File: src/rtl/pipe_ctrl_pkg.sv
// pipe_ctrl_pkg: stall encodings, reset word and multi-cycle FSM states for pipe_ctrl
package pipe_ctrl_pkg;
   localparam logic [5:0] STALL_NONE    = 6'b000000;
   localparam logic [5:0] STALL_FROM_ID = 6'b000111;
   localparam logic [5:0] STALL_FROM_EX = 6'b001111;
   localparam logic [31:0] ZERO_WORD    = 32'h0000_0000;
   typedef enum logic {IDLE, MC_RUN} mc_state_t;
endpackage

File: src/rtl/pipe_ctrl_mc_timer.sv
// pipe_ctrl_mc_timer: multi-cycle EX op timer (load / abort / down-counter)
//   start/cycles : begin an op needing `cycles` extra cycles (cycles==0 completes at once)
//   abort        : drop any running op, no done pulse
//   busy         : registered, high while in MC_RUN
//   done         : registered one-cycle completion pulse
//   hold         : combinational, op in flight this cycle (pipeline must hold EX and earlier)
module pipe_ctrl_mc_timer
   import pipe_ctrl_pkg::*;
#(
   parameter int W = 6
) (
   input  logic         clk,
   input  logic         rst,
   input  logic         start,
   input  logic [W-1:0] cycles,
   input  logic         abort,
   output logic         busy,
   output logic         done,
   output logic         hold
);
   localparam logic [W-1:0] ONE = 1;
   mc_state_t state, state_nx;
   logic [W-1:0] cnt, cnt_nx;
   logic done_nx;
   always_comb begin
      state_nx = state;
      cnt_nx = cnt;
      done_nx = 1'b0;
      if (abort) begin
         state_nx = IDLE;
         cnt_nx = '0;
      end else if (state == IDLE) begin
         if (start && cycles != '0) begin
            state_nx = MC_RUN;
            cnt_nx = cycles;
         end else if (start) begin
            done_nx = 1'b1;
         end
      end else begin
         cnt_nx = cnt - ONE;
         if (cnt == ONE) begin
            state_nx = IDLE;
            done_nx = 1'b1;
         end
      end
   end
   always_ff @(posedge clk) begin
      if (rst) begin
         state <= IDLE;
         cnt <= '0;
         done <= 1'b0;
      end else begin
         state <= state_nx;
         cnt <= cnt_nx;
         done <= done_nx;
      end
   end
   assign busy = state == MC_RUN;
   // the start cycle itself already stalls when the op has extra cycles
   assign hold = busy || (start && cycles != '0);
   // starting a new op while one is running is a protocol error; it is ignored
   assert property (@(posedge clk) disable iff (rst) !(start && state == MC_RUN));
endmodule

File: src/rtl/pipe_ctrl.sv
// pipe_ctrl: central pipeline controller (stall merge, multi-cycle timing, flush, stall perf counter)
//   stallreq_id/stallreq_ex : hazard hold requests (ex outranks id)
//   mc_start/mc_cycles      : multi-cycle EX op launch and its extra cycle count
//   flush_req/flush_pc      : exception/redirect; wins over every stall
//   stall[5:0]              : [0]pc [1]if [2]id [3]ex [4]mem [5]wb, 1 = hold
//   flush/new_pc            : clear stage registers and redirect PC this cycle
//   mc_busy/mc_done         : multi-cycle op running / completed pulse
//   stall_cycles            : saturating count of cycles with any stall
module pipe_ctrl
   import pipe_ctrl_pkg::*;
#(
   parameter int MC_CNT_W   = 6,
   parameter int PERF_CNT_W = 32
) (
   input  logic                  clk,
   input  logic                  rst,
   input  logic                  stallreq_id,
   input  logic                  stallreq_ex,
   input  logic                  mc_start,
   input  logic [MC_CNT_W-1:0]   mc_cycles,
   input  logic                  flush_req,
   input  logic [31:0]           flush_pc,
   output logic [5:0]            stall,
   output logic                  flush,
   output logic [31:0]           new_pc,
   output logic                  mc_busy,
   output logic                  mc_done,
   output logic [PERF_CNT_W-1:0] stall_cycles
);
   localparam logic [PERF_CNT_W-1:0] PERF_ONE = 1;
   logic hold;
   pipe_ctrl_mc_timer #(.W(MC_CNT_W)) u_timer (
      .clk    (clk),
      .rst    (rst),
      .start  (mc_start),
      .cycles (mc_cycles),
      .abort  (flush_req),
      .busy   (mc_busy),
      .done   (mc_done),
      .hold   (hold)
   );
   always_comb begin
      stall = (rst || flush_req) ? STALL_NONE :
              (hold || stallreq_ex) ? STALL_FROM_EX :
              stallreq_id ? STALL_FROM_ID : STALL_NONE;
      flush = !rst && flush_req;
      new_pc = flush ? flush_pc : ZERO_WORD;
   end
   always_ff @(posedge clk) begin
      if (rst)
         stall_cycles <= '0;
      else if (stall != STALL_NONE && stall_cycles != '1)
         stall_cycles <= stall_cycles + PERF_ONE;
   end
endmodule
File: config.mk
export PLATFORM = sky130hd
export DESIGN_NAME = pipe_ctrl
export DESIGN_NICKNAME = d
export VERILOG_FILES = /design/src/rtl/pipe_ctrl_pkg.sv /design/src/rtl/pipe_ctrl_mc_timer.sv /design/src/rtl/pipe_ctrl.sv
export SDC_FILE = /design/constraint.sdc
export NUM_CORES = 1
export LEC_CHECK = 0
export ABC_AREA = 1
export CORE_MARGIN = 2
export CORE_UTILIZATION = 40
export CTS_CLUSTER_SIZE = 16
export DETAILED_ROUTE_END_ITERATION = 8
export GPL_TIMING_DRIVEN = 0
export PLACE_DENSITY = 0.75
export SLEW_MARGIN = 15
export SYNTH_ARGS = -nofsm -noshare
export SYNTH_HDL_FRONTEND = slang
export SYNTH_SLANG_ARGS = --single-unit
File: constraint.sdc
create_clock -name clk -period 1.84 [get_ports clk]
set_input_delay 0.368 -clock clk [delete_from_list [all_inputs] [get_ports clk]]
set_output_delay 0.368 -clock clk [all_outputs]
set_load 0.01 [all_outputs]
**Word level (Yosys, flattened, before mapping)**

Index checks and enable logic that the tools add are counted.

- Logic and storage cells: 32
- Input bits: 44
- Output and inout port bits: 73
- Register bits: 40

- Reduce and logical (&&, ||, !) cells: 11
- Add/sub/neg operators: 2
- Equal/unequal tests: 2
- Mux-type cells: 13

Operator list:

| operator | number |
|---|---|
| adder 32 x 1 -> 32 bit, second input constant | 1 |
| 2-to-1 mux 32 bit | 1 |
| != test 32 bit, second input constant | 1 |
| 2-to-1 mux 6 bit | 2 |
| nonzero test 6 bit | 2 |
| 2-to-1 mux 4 bit | 2 |
| 2-to-1 mux 1 bit | 7 |
| equality test 6 x 1 -> 1 bit, second input constant | 1 |
| subtractor 6 x 1 -> 6 bit, second input constant | 1 |
| logical AND 1 bit | 3 |
| logical OR 1 bit | 3 |
| 2-to-1 mux 3 bit | 1 |
| nonzero test 2 bit | 1 |
| OR reduction 2 bit | 1 |
| logical NOT 1 bit | 1 |

**Logic depth before layout (Yosys ltp)**

Gate-level depths: netlist (run 1).

- Depth in word-level cells: 8
- Mapped depth: 11
- Mapped depth without buffers: 10

**Modules after synthesis**

A second synthesis (run 1) with hierarchy kept.

- Cell total of the unflattened synthesis: 496
- Area total of the unflattened synthesis: 2946.6 µm²

Modules (own cells, without submodules):

| module | area each (µm²) | cells an instance | sequential area each (µm²) | instances |
|---|---|---|---|---|
| pipe_ctrl | 2399.8 | 413 | 640.6 | 1 |
| pipe_ctrl_mc_timer | 546.8 | 83 | 160.2 | 1 |

**Worst setup path before layout (run 1)**

No wires, ideal clock.

- Path kind: register to register
- Start: reg stall_cycles[1]
- End: reg stall_cycles[14]
- Arrival time: 1.653 ns
- Stages on the path, launching flop included: 11
- Period minus slack after synthesis: 1.796 ns
- Buffers on the path: 2
- Slack: 0.044 ns
- Cell sequence: dfxtp_1 > ha_1 > buf_2 > inv_2 > nor2_8 > nand3_1 > nor2_2 > nand3b_4 > buf_2 > nand3_1 > a21oi_2

- Word-level cells in the longest chain between the ends: 2
- Elaborated cells between the ends (all ways): 3

Ends and longest elaborated chain:

| item | RTL line | RTL |
|---|---|---|
| from (decl) | pipe_ctrl.sv:28 | `output logic [PERF_CNT_W-1:0] stall_cycles` |
| from (signal assigned) | pipe_ctrl.sv:53 | `stall_cycles <= stall_cycles + PERF_ONE;` |
| branches (longest 2 deep; another with adder 32 x 1 -> 32 bit) | - |  |

Several ways; the timed one is not identified.
A chain may end at the register's enable or synchronous reset.

**Worst setup path in the final report (run 1)**

- Start: in mc_cycles[1]
- End: out stall[1]

- Word-level cells in the longest chain between the ends: 6

Ends and longest elaborated chain:

| item | RTL line | RTL |
|---|---|---|
| from (decl) | pipe_ctrl.sv:20 | `input logic [MC_CNT_W-1:0] mc_cycles,` |
| nonzero test 6 bit | pipe_ctrl_mc_timer.sv:60 | `assign hold = busy \|\| (start && cycles != '0);` |
| logical AND 1 bit | pipe_ctrl_mc_timer.sv:60 |  |
| logical OR 1 bit | pipe_ctrl_mc_timer.sv:60 |  |
| logical OR 1 bit | pipe_ctrl.sv:44 | `(hold \|\| stallreq_ex) ? STALL_FROM_EX :` |
| 2-to-1 mux 4 bit | pipe_ctrl.sv:44 |  |
| 2-to-1 mux 4 bit | pipe_ctrl.sv:43 | `stall = (rst \|\| flush_req) ? STALL_NONE :` |
| to (decl) | pipe_ctrl.sv:23 | `output logic [5:0] stall,` |

Every way passes these cells.

==> results of run 1 <==
## timing repair
action | in CTS | in global routing
setup buffers | 20 | 3
pin swaps | 13 | 10
setup endpoints to repair | 68 | 32
gates resized for setup | 118 | 27
## worst min path at each step
stage,start,to,depth (start not counted)
after floorplan,u_timer.cnt[4]$_SDFFE_PP0P_,u_timer.cnt[4]$_SDFFE_PP0P_,2
after global placement,u_timer.cnt[4]$_SDFFE_PP0P_,u_timer.cnt[4]$_SDFFE_PP0P_,2
after detailed placement,u_timer.cnt[0]$_SDFFE_PP0P_,u_timer.cnt[0]$_SDFFE_PP0P_,2
after CTS,rst,stall_cycles[28]$_SDFFE_PP0P_,2
after global routing,mc_cycles[3],u_timer.cnt[3]$_SDFFE_PP0P_,3
final,mc_cycles[3],u_timer.cnt[3]$_SDFFE_PP0P_,3
## state kept, by name, indices dropped and copies added, names as in the netlist
signal / cells
stall_cycles: 32
u_timer.busy: 1
u_timer.cnt: 6
u_timer.done: 1
## routing by layer
metal,global-route usage,vias up
met5,0,-
li1,-,1887
met3,0.05136,18
met1,0.2934,1666
met2,0.4381,150
met4,0.09541,0
## Yosys cell counts, drive strengths merged
| cell type | n | area share |
|---|---|---|
| nor3 | 1 | 0.0015 |
| xnor2 | 3 | 0.0081 |
| a31oi | 4 | 0.0077 |
| nand3 | 32 | 0.053 |
| dfxtp | 40 | 0.25 |
| or2 | 3 | 0.0058 |
| a21oi | 37 | 0.091 |
| o31ai | 1 | 0.0023 |
| clkbuf | 8 | 0.0093 |
| nand3b | 16 | 0.041 |
| a22oi | 1 | 0.0023 |
| xor2 | 7 | 0.019 |
| nand2 | 172 | 0.23 |
| o21ai | 1 | 0.0015 |
| nand4 | 17 | 0.033 |
| conb | 1 | 0.0012 |
| inv | 59 | 0.068 |
| buf | 15 | 0.040 |
| nor2 | 92 | 0.13 |
| ha | 3 | 0.012 |
## through the flow
stage	util	setup TNS [ns]	instances	cell area [um2]
4_1_cts	0.6221	-0.09785	757	4832
5_1_grt	0.6295	-0.01147	757	4890
3_5_place_dp	0.5796	-27.44	729	4502
3_3_place_gp	0.5796	-26.85	729	4502
2_1_floorplan	-	0	514	3243
6_report	0.6295	0	757	4890
## cell type report
| type | count | area (um2) |
|---|---|---|
| Tap cell | 102 | 127.6 |
| Clock inverter | 3 | 47.55 |
| Clock buffer | 5 | 68.82 |
| Sequential cell | 40 | 822.0 |
| Timing Repair Buffer | 134 | 1257 |
| Fill cell | 724 | 2878 |
| Buffer | 22 | 187.7 |
| Inverter | 59 | 229.0 |
| Multi-Input combinational cell | 392 | 2150 |
## kinds of logic (layout without fill, tap and decap cells)
kind of cell	Yosys count	count (layout)	share of synthesized area
DFF	40	40	0.2472
and+or+nand+nor	333	333	0.4905
adders and majority gates	3	3	0.01159
xor gates and xnor gates	10	10	0.02704
buffers and inverters	82	223	0.1178
other	1	2	0.001158
AOI/OAI and AO/OA	44	44	0.1047
## worst max-delay path, cell delays in order
cell and delay [ns]:
buf_4 0.13, nor2_4 0.12, nand3_2 0.10, nand2_2 0.08
nand2_2 0.06, nand2_2 0.07, nand3_2 0.09, buf_8 0.15
buf_4 0.13, buf_6 0.11
## where the power goes
group | leakage (nW) | internal, mW | total [mW] | switching, mW
registers | 0.330 | 0.875 | 0.888 | 0.0129
clock network | 0.0583 | 0.409 | 0.763 | 0.354
logic | 1.76 | 0.230 | 0.454 | 0.224
==> results.yml, run 1 <==
setup_path:
  setup.worst_path.end: "stall[1]"
  path_max_fanout: 7
  ff2ff_setup_slack_ns: 0.07
  r2r_cells: 11
  worstReg2RegStart: "stall_cycles[1]$_SDFFE_PP0P_"
  cp.arrival_ns: 1.41
  crit_required_ns: 1.47
  crit_start: "mc_cycles[1]"
  worstSetupPathType: "input port to primary output"
  end_kind: "primary output"
  regToRegEndpoint: "stall_cycles[18]$_SDFFE_PP0P_"
  cp-start-kind: "input port"
job:
  drv_cap: 0
timing:
  slew_viol_final: 0
  worst_pin_slew_ns: 0.8037
  setup_ws_ns: 0.05890
  finalClockSkew_ns: 0.01438
  finalCritPeriodShare: 0.9680
  fin_crit_ns: 1.781
  hold_slack_ns: 0.3424
  slew_headroom: 0.4642
  finalHoldViolCount: 0
  fmax_mhz: 561.5
  setup_viol: 0
routing:
  vias: 3721
  dr.first_iter.drc_count: 216
  wl_met2_mm: 5.307
  dr.pass1.iters: 4
  routed.top_layer: "met4"
  drt-total-wl_mm: 10.53
  m1WireLength_mm: 4.233
  ant_nets: 0
  drc: 0
  vias_per_cell: 4.915
  wl_met3_um: 791
  route.detailed.wl_per_inst_um: 13.91
yosys:
  ys_ff_latch: 40
  synth_cell_types: 32
  yosysSeqAreaShare: 0.2472
  syn_area_mm2: 0.003239
  syn_avg_cell_area_um2: 6.315
  yosys_warnings: 0
  synthCells: 513
outcome:
  outcome: "finished, final reports clean"
finish:
  area_delta_synth_final_pct: 50.95
  n_antenna_cell: 0
  layout_common_cells: "nand2_1 (134), nor2_1 (73), clkdlybuf4s50_1 (67), inv_1 (55)"
  mostFrequentLayoutCell: "nand2_1"
  num-nets-final: 701
  layout-drive-gt1-share: 0.2580
clock_network:
  cts_hold_buffers: 0
  cts_buffers: 5
  clockBufferDepth: 2
  cts_tree: "yes"
  clockRootBuffer: "clkbuf_8"
  clk_latency_ns: 0.30
  clk_pin_slew_worst_paths_ns: 0.09
  cts_max_level: 2
  cts_sinks: 40
global_route:
  grt_start_max_net_pins: 15
  grt_pass1_wl_mm: 17.71
  grt_antenna_before_repair: 0
  grt_pass1_vias: 3909
  track_usage: 0.2483
  grt_overflow_total: 0
power_and_ir_drop:
  power.density_mw_per_mm2: 430.4
  p_leak_nw: 2.147
  vdd_drop_max_uv: 295.0
  power.total_mw: 2.105
placed_design:
  dpl_worst_slack_ns: -0.9692
  port_buffers: 113
  place_congestion: 0.8995
  hpwl_mm: 7.895
die:
  pin_count: 117
  die_x_um: 93.99
  fp-row-count: 32
  initial_core_util: 0.4170
  die_y_um: 93.99
  die_area_mm2: 0.008834
  core_area_mm2: 0.007767
hold_path:
  min_path_type: "input port to flop"
Note: power is estimated with default switching activity, not from simulation.
==> run 2, diff against run 1 <==
--- a/config.mk
+++ b/config.mk
@@ -7,11 +7,11 @@
 export LEC_CHECK = 0
 export ABC_AREA = 1
 export CORE_MARGIN = 2
-export CORE_UTILIZATION = 40
+export CORE_UTILIZATION = 41
 export CTS_CLUSTER_SIZE = 16
 export DETAILED_ROUTE_END_ITERATION = 8
 export GPL_TIMING_DRIVEN = 0
-export PLACE_DENSITY = 0.75
+export PLACE_DENSITY = 0.76
 export SLEW_MARGIN = 15
 export SYNTH_ARGS = -nofsm -noshare
 export SYNTH_HDL_FRONTEND = slang
==> results.yml, run 2 (synthesis gave the netlist of run 1 again) <==
routing:
  route.detailed.wl_per_inst_um: 14.54
  dr.pass1.iters: 7
  vias_per_cell: 5.126
  drc: 2
  vias: 3916
  ant_nets: 0
  drt-total-wl_mm: 11.11
  dr.first_iter.drc_count: 334
timing:
  setup_ws_ns: 0.03404
  fin_crit_ns: 1.806
  finalHoldViolCount: 0
  fmax_mhz: 553.7
  setup_tns_ns: 0
  finalCritPeriodShare: 0.9815
  worst_pin_slew_ns: 0.8593
  setup_viol: 0
  finalClockSkew_ns: 0.01478
  slew_headroom: 0.4271
  slew_viol_final: 0
clock_network:
  cts_max_level: 2
  clockBufferDepth: 2
  clk_latency_ns: 0.30
  clk_pin_slew_worst_paths_ns: 0.07
  cts_sinks: 40
  cts_buffers: 5
  clockRootBuffer: "clkbuf_8"
  cts_tree: "yes"
global_route:
  grt_pass1_wl_mm: 16.95
  track_usage: 0.2435
  grt_start_max_net_pins: 14
  grt_overflow_total: 0
  grt_pass1_vias: 3731
  grt_antenna_before_repair: 0
die:
  fp-row-count: 32
  pin_count: 117
  die_y_um: 92.89
  initial_core_util: 0.4214
  die_x_um: 92.89
  core_area_mm2: 0.007687
  die_area_mm2: 0.008628
finish:
  multi_input_area_mm2: 0.002200
  mostFrequentLayoutCell: "nand2_1"
  layout-drive-gt1-share: 0.2734
  seq_area_um2: 817.0
  area_delta_synth_final_pct: 54.73
  num-nets-final: 708
  reg.largest.list: "stall_cycles (32), u_timer.cnt (6)"
  layout_common_cells: "nand2_1 (134), nor2_1 (74), clkdlybuf4s50_1 (68), inv_1 (56)"
  final_area_mm2: 0.005012
  n_antenna_cell: 0
  nFillCells: 687
  largest_register: "stall_cycles"
  largest_reg_flops: 32
placed_design:
  dpl_cell_area_mm2: 0.004502
  hpwl_mm: 7.852
  place_congestion: 0.9155
  port_buffers: 113
  dpl_worst_slack_ns: -0.9670
setup_path:
  crit_start: "mc_cycles[1]"
  critPathTopFamily: "simple AND/OR/NAND/NOR gates"
  cp_common_cell: "nand2_2"
  slowest_stage: "buf_6"
  cp-start-kind: "input port"
  r2r_cells: 11
  path_max_fanout: 4
  crit_required_ns: 1.47
  worstReg2RegStart: "stall_cycles[1]$_SDFFE_PP0P_"
  crit_chain: "buf_2 > nor2_4 > nand3_2 > nand2_2 > nand2_2 > nand2_2 > nand3_2 > buf_6 > buf_4 > buf_2"
  regToRegEndpoint: "stall_cycles[0]$_SDFFE_PP0P_"
  end_kind: "primary output"
  critPathMaxStageDelay_ns: 0.14
  worstSetupPathType: "input port to primary output"
  path_buf_inv: 4
  cp.arrival_ns: 1.44
  ff2ff_setup_slack_ns: 0.04
power_and_ir_drop:
  vdd_drop_max_uv: 224.9
  power.density_mw_per_mm2: 430.5
  p_leak_nw: 2.192
hold_path:
  min_path_type: "input port to flop"
  hold_path_end: "stall_cycles[28]$_SDFFE_PP0P_"
  hold_depth: 2
  min_from: "rst"
job:
  drv_cap: 0
outcome:
  outcome: "finished, violations left"
  violations: "design-rule violations"
[run 2: changes by cell type in the layout (fill, tap and decap cells not counted), moves of 3 or more]
| cell | previous run | this run |
|---|---|---|
| nand3_2 | 2 | 13 |
| buf_2 | 3 | 7 |
| nand3_1 | 29 | 18 |
| buf_6 | 8 | 5 |
| nor2_2 | 9 | 6 |
[run 2: how the worst max path moves through the flow]
stage | endpoint | slack (ns) | depth (start not counted)
after global routing | stall_cycles[22]$_SDFFE_PP0P_ | -0.04 | 15
final | stall[1] | 0.03 | 10
after CTS | stall[1] | -0.01 | 10
after global placement | stall[1] | -0.96 | 7
after floorplan | stall_cycles[14]$_SDFFE_PP0P_ | 0.04 | 10
after detailed placement | stall[1] | -0.97 | 7
[run 2: power by group]
part	switching (mW)	internal, mW
sequential	0.00943	0.876
combinational	0.242	0.250
clock	0.337	0.444
[run 2: cell type report]
class                           count  area share
Tap cell                          102     0.02546
Clock inverter                      2    0.007738
Buffer                             23     0.04294
Inverter                           59     0.04518
Timing Repair Buffer              140      0.2604
Clock buffer                        6     0.01648
Sequential cell                    40      0.1630
Multi-Input combinational cell    392      0.4388
[run 2: worst reg2reg max path, cell delays in order (launching register included)]
cell and delay (ns):
dfxtp_4 0.37, ha_1 0.17, buf_6 0.14, inv_2 0.06, nor2_8 0.16, nand2_4 0.09, nor2_8 0.10, nand2_4 0.08
nand3_4 0.17, clkbuf_16 0.20, nand2_2 0.06, a21oi_2 0.13
[run 2: routing by layer]
| layer | wire length [um] | vias up | part of all wire | GRT usage |
|---|---|---|---|---|
| li1 | - | 1903 | - | - |
| met1 | 4377 | 1789 | 0.39 | 0.2929 |
| met2 | 5439 | 189 | 0.49 | 0.4306 |
| met3 | 894 | 35 | 0.080 | 0.04068 |
| met4 | 394 | 0 | 0.035 | 0.09436 |
| met5 | 0 | - | 0 | 0 |
[run 2: repair_timing]
action | in CTS | in global routing
pin swaps | 10 | 8
cloned | 0 | 2
buffers inserted | 16 | 9
resized for setup | 101 | 43
endpoints found under the setup margin | 68 | 35
hold buffers | 0 | 0
[run 2: per-stage QoR]
step                      hold WS, ns    util  instances  total power [mW]
final                          0.3650  0.6520        764             2.158
after global routing           0.3830  0.6520        764             2.241
after CTS                      0.3544  0.6214        753             2.125
after detailed placement       0.4942  0.5856        729             1.329
after global placement         0.4876  0.5856        729             1.323
after floorplan                0.4676       -        514             1.110
==> run 3, diff against run 2 <==
--- a/config.mk
+++ b/config.mk
@@ -11,7 +11,7 @@
 export CTS_CLUSTER_SIZE = 16
 export DETAILED_ROUTE_END_ITERATION = 8
 export GPL_TIMING_DRIVEN = 0
-export PLACE_DENSITY = 0.76
+export PLACE_DENSITY = 0.84
 export SLEW_MARGIN = 15
 export SYNTH_ARGS = -nofsm -noshare
 export SYNTH_HDL_FRONTEND = slang
==> results.yml, run 3 (synthesis gave the netlist of run 1 again) <==
outcome:
  outcome: "finished, final reports clean"
routing:
  vias_per_cell: 5.134
  vias: 3922
  dr.pass1.iters: 5
  route.detailed.wl_per_inst_um: 14.69
  drc: 0
  ant_nets: 0
  dr.first_iter.drc_count: 194
  drt-total-wl_mm: 11.22
clock_network:
  cts_tree: "yes"
  cts_sinks: 40
  cts_max_level: 2
  clockBufferDepth: 2
  clk_latency_ns: 0.30
  clockRootBuffer: "clkbuf_8"
  cts_buffers: 5
  cts_hold_buffers: 0
  clk_pin_slew_worst_paths_ns: 0.08
finish:
  largest_register: "stall_cycles"
  multi_input_area_mm2: 0.002172
  layout-drive-gt1-share: 0.2659
  seq_area_um2: 820.8
  n_antenna_cell: 0
  final_area_mm2: 0.004943
  nFillCells: 683
  area_delta_synth_final_pct: 52.61
  fin_util: 0.6431
  mostFrequentLayoutCell: "nand2_1"
  reg.largest.list: "stall_cycles (32), u_timer.cnt (6)"
  layout_common_cells: "nand2_1 (135), nor2_1 (75), clkdlybuf4s50_1 (68), inv_1 (55), dlygate4sd2_1 (34)"
  num-nets-final: 708
  largest_reg_flops: 32
setup_path:
  end_kind: "flop"
  slowest_stage: "buf_4"
  r2r_cells: 11
  cp-start-kind: "input port"
  ff2ff_setup_slack_ns: 0.08
  crit_required_ns: 2.06
  path_max_fanout: 10
  cp_common_cell: "buf_4"
  critPathMaxStageDelay_ns: 0.17
  worstSetupPathType: "input port to flop"
  worstReg2RegStart: "stall_cycles[0]$_SDFFE_PP0P_"
  cp.depth: 14
  path_buf_inv: 7
  cp.arrival_ns: 2.02
  crit_start: "mc_cycles[4]"
  regToRegEndpoint: "stall_cycles[15]$_SDFFE_PP0P_"
  critPathTopFamily: "buffers and inverters"
  crit_chain: "buf_4 > nor2_4 > nand3_2 > nand2_2 > buf_4 > buf_4 > buf_4 > buf_4 > nand4_1 > buf_4 > nand3_4 > buf_12 > nand2_2 > a21oi_2"
  setup.worst_path.end: "stall_cycles[15]$_SDFFE_PP0P_"
placed_design:
  hpwl_mm: 7.945
  place_congestion: 1.002
  dpl_cell_area_mm2: 0.004502
  port_buffers: 113
timing:
  worst_pin_slew_ns: 0.8747
  setup_tns_ns: 0
  grt_setup_unrepaired: "true"
  fin_crit_ns: 1.796
  setup_viol: 0
  slew_viol_final: 0
  finalHoldViolCount: 0
  finalClockSkew_ns: 0.008438
  finalCritPeriodShare: 0.9760
  fmax_mhz: 556.8
  hold_slack_ns: 0.3423
  slew_headroom: 0.4169
hold_path:
  min_path_type: "input port to flop"
die:
  fp-row-count: 32
  initial_core_util: 0.4214
  die_area_mm2: 0.008628
  pin_count: 117
  die_y_um: 92.89
  core_area_mm2: 0.007687
  die_x_um: 92.89
power_and_ir_drop:
  vdd_drop_max_uv: 272.5
  p_leak_nw: 2.164
  power.density_mw_per_mm2: 425.6
global_route:
  track_usage: 0.2495
  grt_start_max_net_pins: 13
  grt_overflow_total: 0
  grt_antenna_before_repair: 0
  grt_pass1_wl_mm: 17.24
  grt_pass1_vias: 3825
job:
  drv_cap: 0
run 3: cell count changes in the layout (fill, tap and decap cells not counted), moves of 2 or more:
cell,previous run,this run
dfxtp_2,10,13
nand2_2,35,33
nand3_2,13,2
dfxtp_1,29,26
nand3_1,18,28
a21oi_1,7,5
buf_4,29,32
run 3: cell type report:
| type | instances | share of cell area |
|---|---|---|
| Buffer | 21 | 0.03594 |
| Clock buffer | 6 | 0.01468 |
| Multi-Input combinational cell | 392 | 0.4394 |
| Tap cell | 102 | 0.02582 |
| Clock inverter | 2 | 0.007087 |
| Inverter | 59 | 0.04581 |
| Sequential cell | 40 | 0.1660 |
| Timing Repair Buffer | 142 | 0.2652 |
run 3: metal layers:
layer	share of wire	GRT usage	vias to the layer above
met5	0	0	-
met4	0.025	0.08946	0
met3	0.071	0.04882	24
met2	0.51	0.4650	193
met1	0.40	0.2790	1801
li1	-	-	1904
run 3: worst register-to-register path, delay by kind of cell (launching register included):
kind            cells  cell delay (ns)
buf+inv             3             0.36
compound gates      1             0.14
flops               1             0.35
simple gates        6             0.68
fa+ha+maj           1             0.16
run 3: how the worst min path moves through the flow:
stage	startpoint	endpoint	slack [ns]	cells after the start
finish	rst	stall_cycles[28]$_SDFFE_PP0P_	0.34	2
global route	rst	stall_cycles[28]$_SDFFE_PP0P_	0.33	2
CTS	rst	stall_cycles[28]$_SDFFE_PP0P_	0.34	2
detailed placement	u_timer.cnt[0]$_SDFFE_PP0P_	u_timer.cnt[0]$_SDFFE_PP0P_	0.51	2
global placement	u_timer.cnt[4]$_SDFFE_PP0P_	u_timer.cnt[4]$_SDFFE_PP0P_	0.49	2
floorplan	u_timer.cnt[4]$_SDFFE_PP0P_	u_timer.cnt[4]$_SDFFE_PP0P_	0.47	2
run 3: where the power goes:
part	leakage [nW]	internal (mW)	total (mW)	switching, mW
Clock	0.0552	0.403	0.739	0.335
Sequential	0.330	0.876	0.886	0.00982
Combinational	1.78	0.237	0.480	0.242
run 3: stage by stage:
step | setup slack, ns | cells | power [mW]
finish | 0.04416 | 764 | 2.104
global route | -0.04630 | 764 | 2.188
CTS | 0.0005280 | 758 | 2.059
detailed placement | -0.9768 | 729 | 1.332
global placement | -0.9606 | 729 | 1.324
floorplan | 0.04368 | 514 | 1.110
run 3: timing repair:
action,4_1_cts,5_1_grt
endpoints found under the setup margin,68,39
gates resized for setup,103,41
buffers inserted,21,8
pin swaps,11,12
gates cloned,0,1
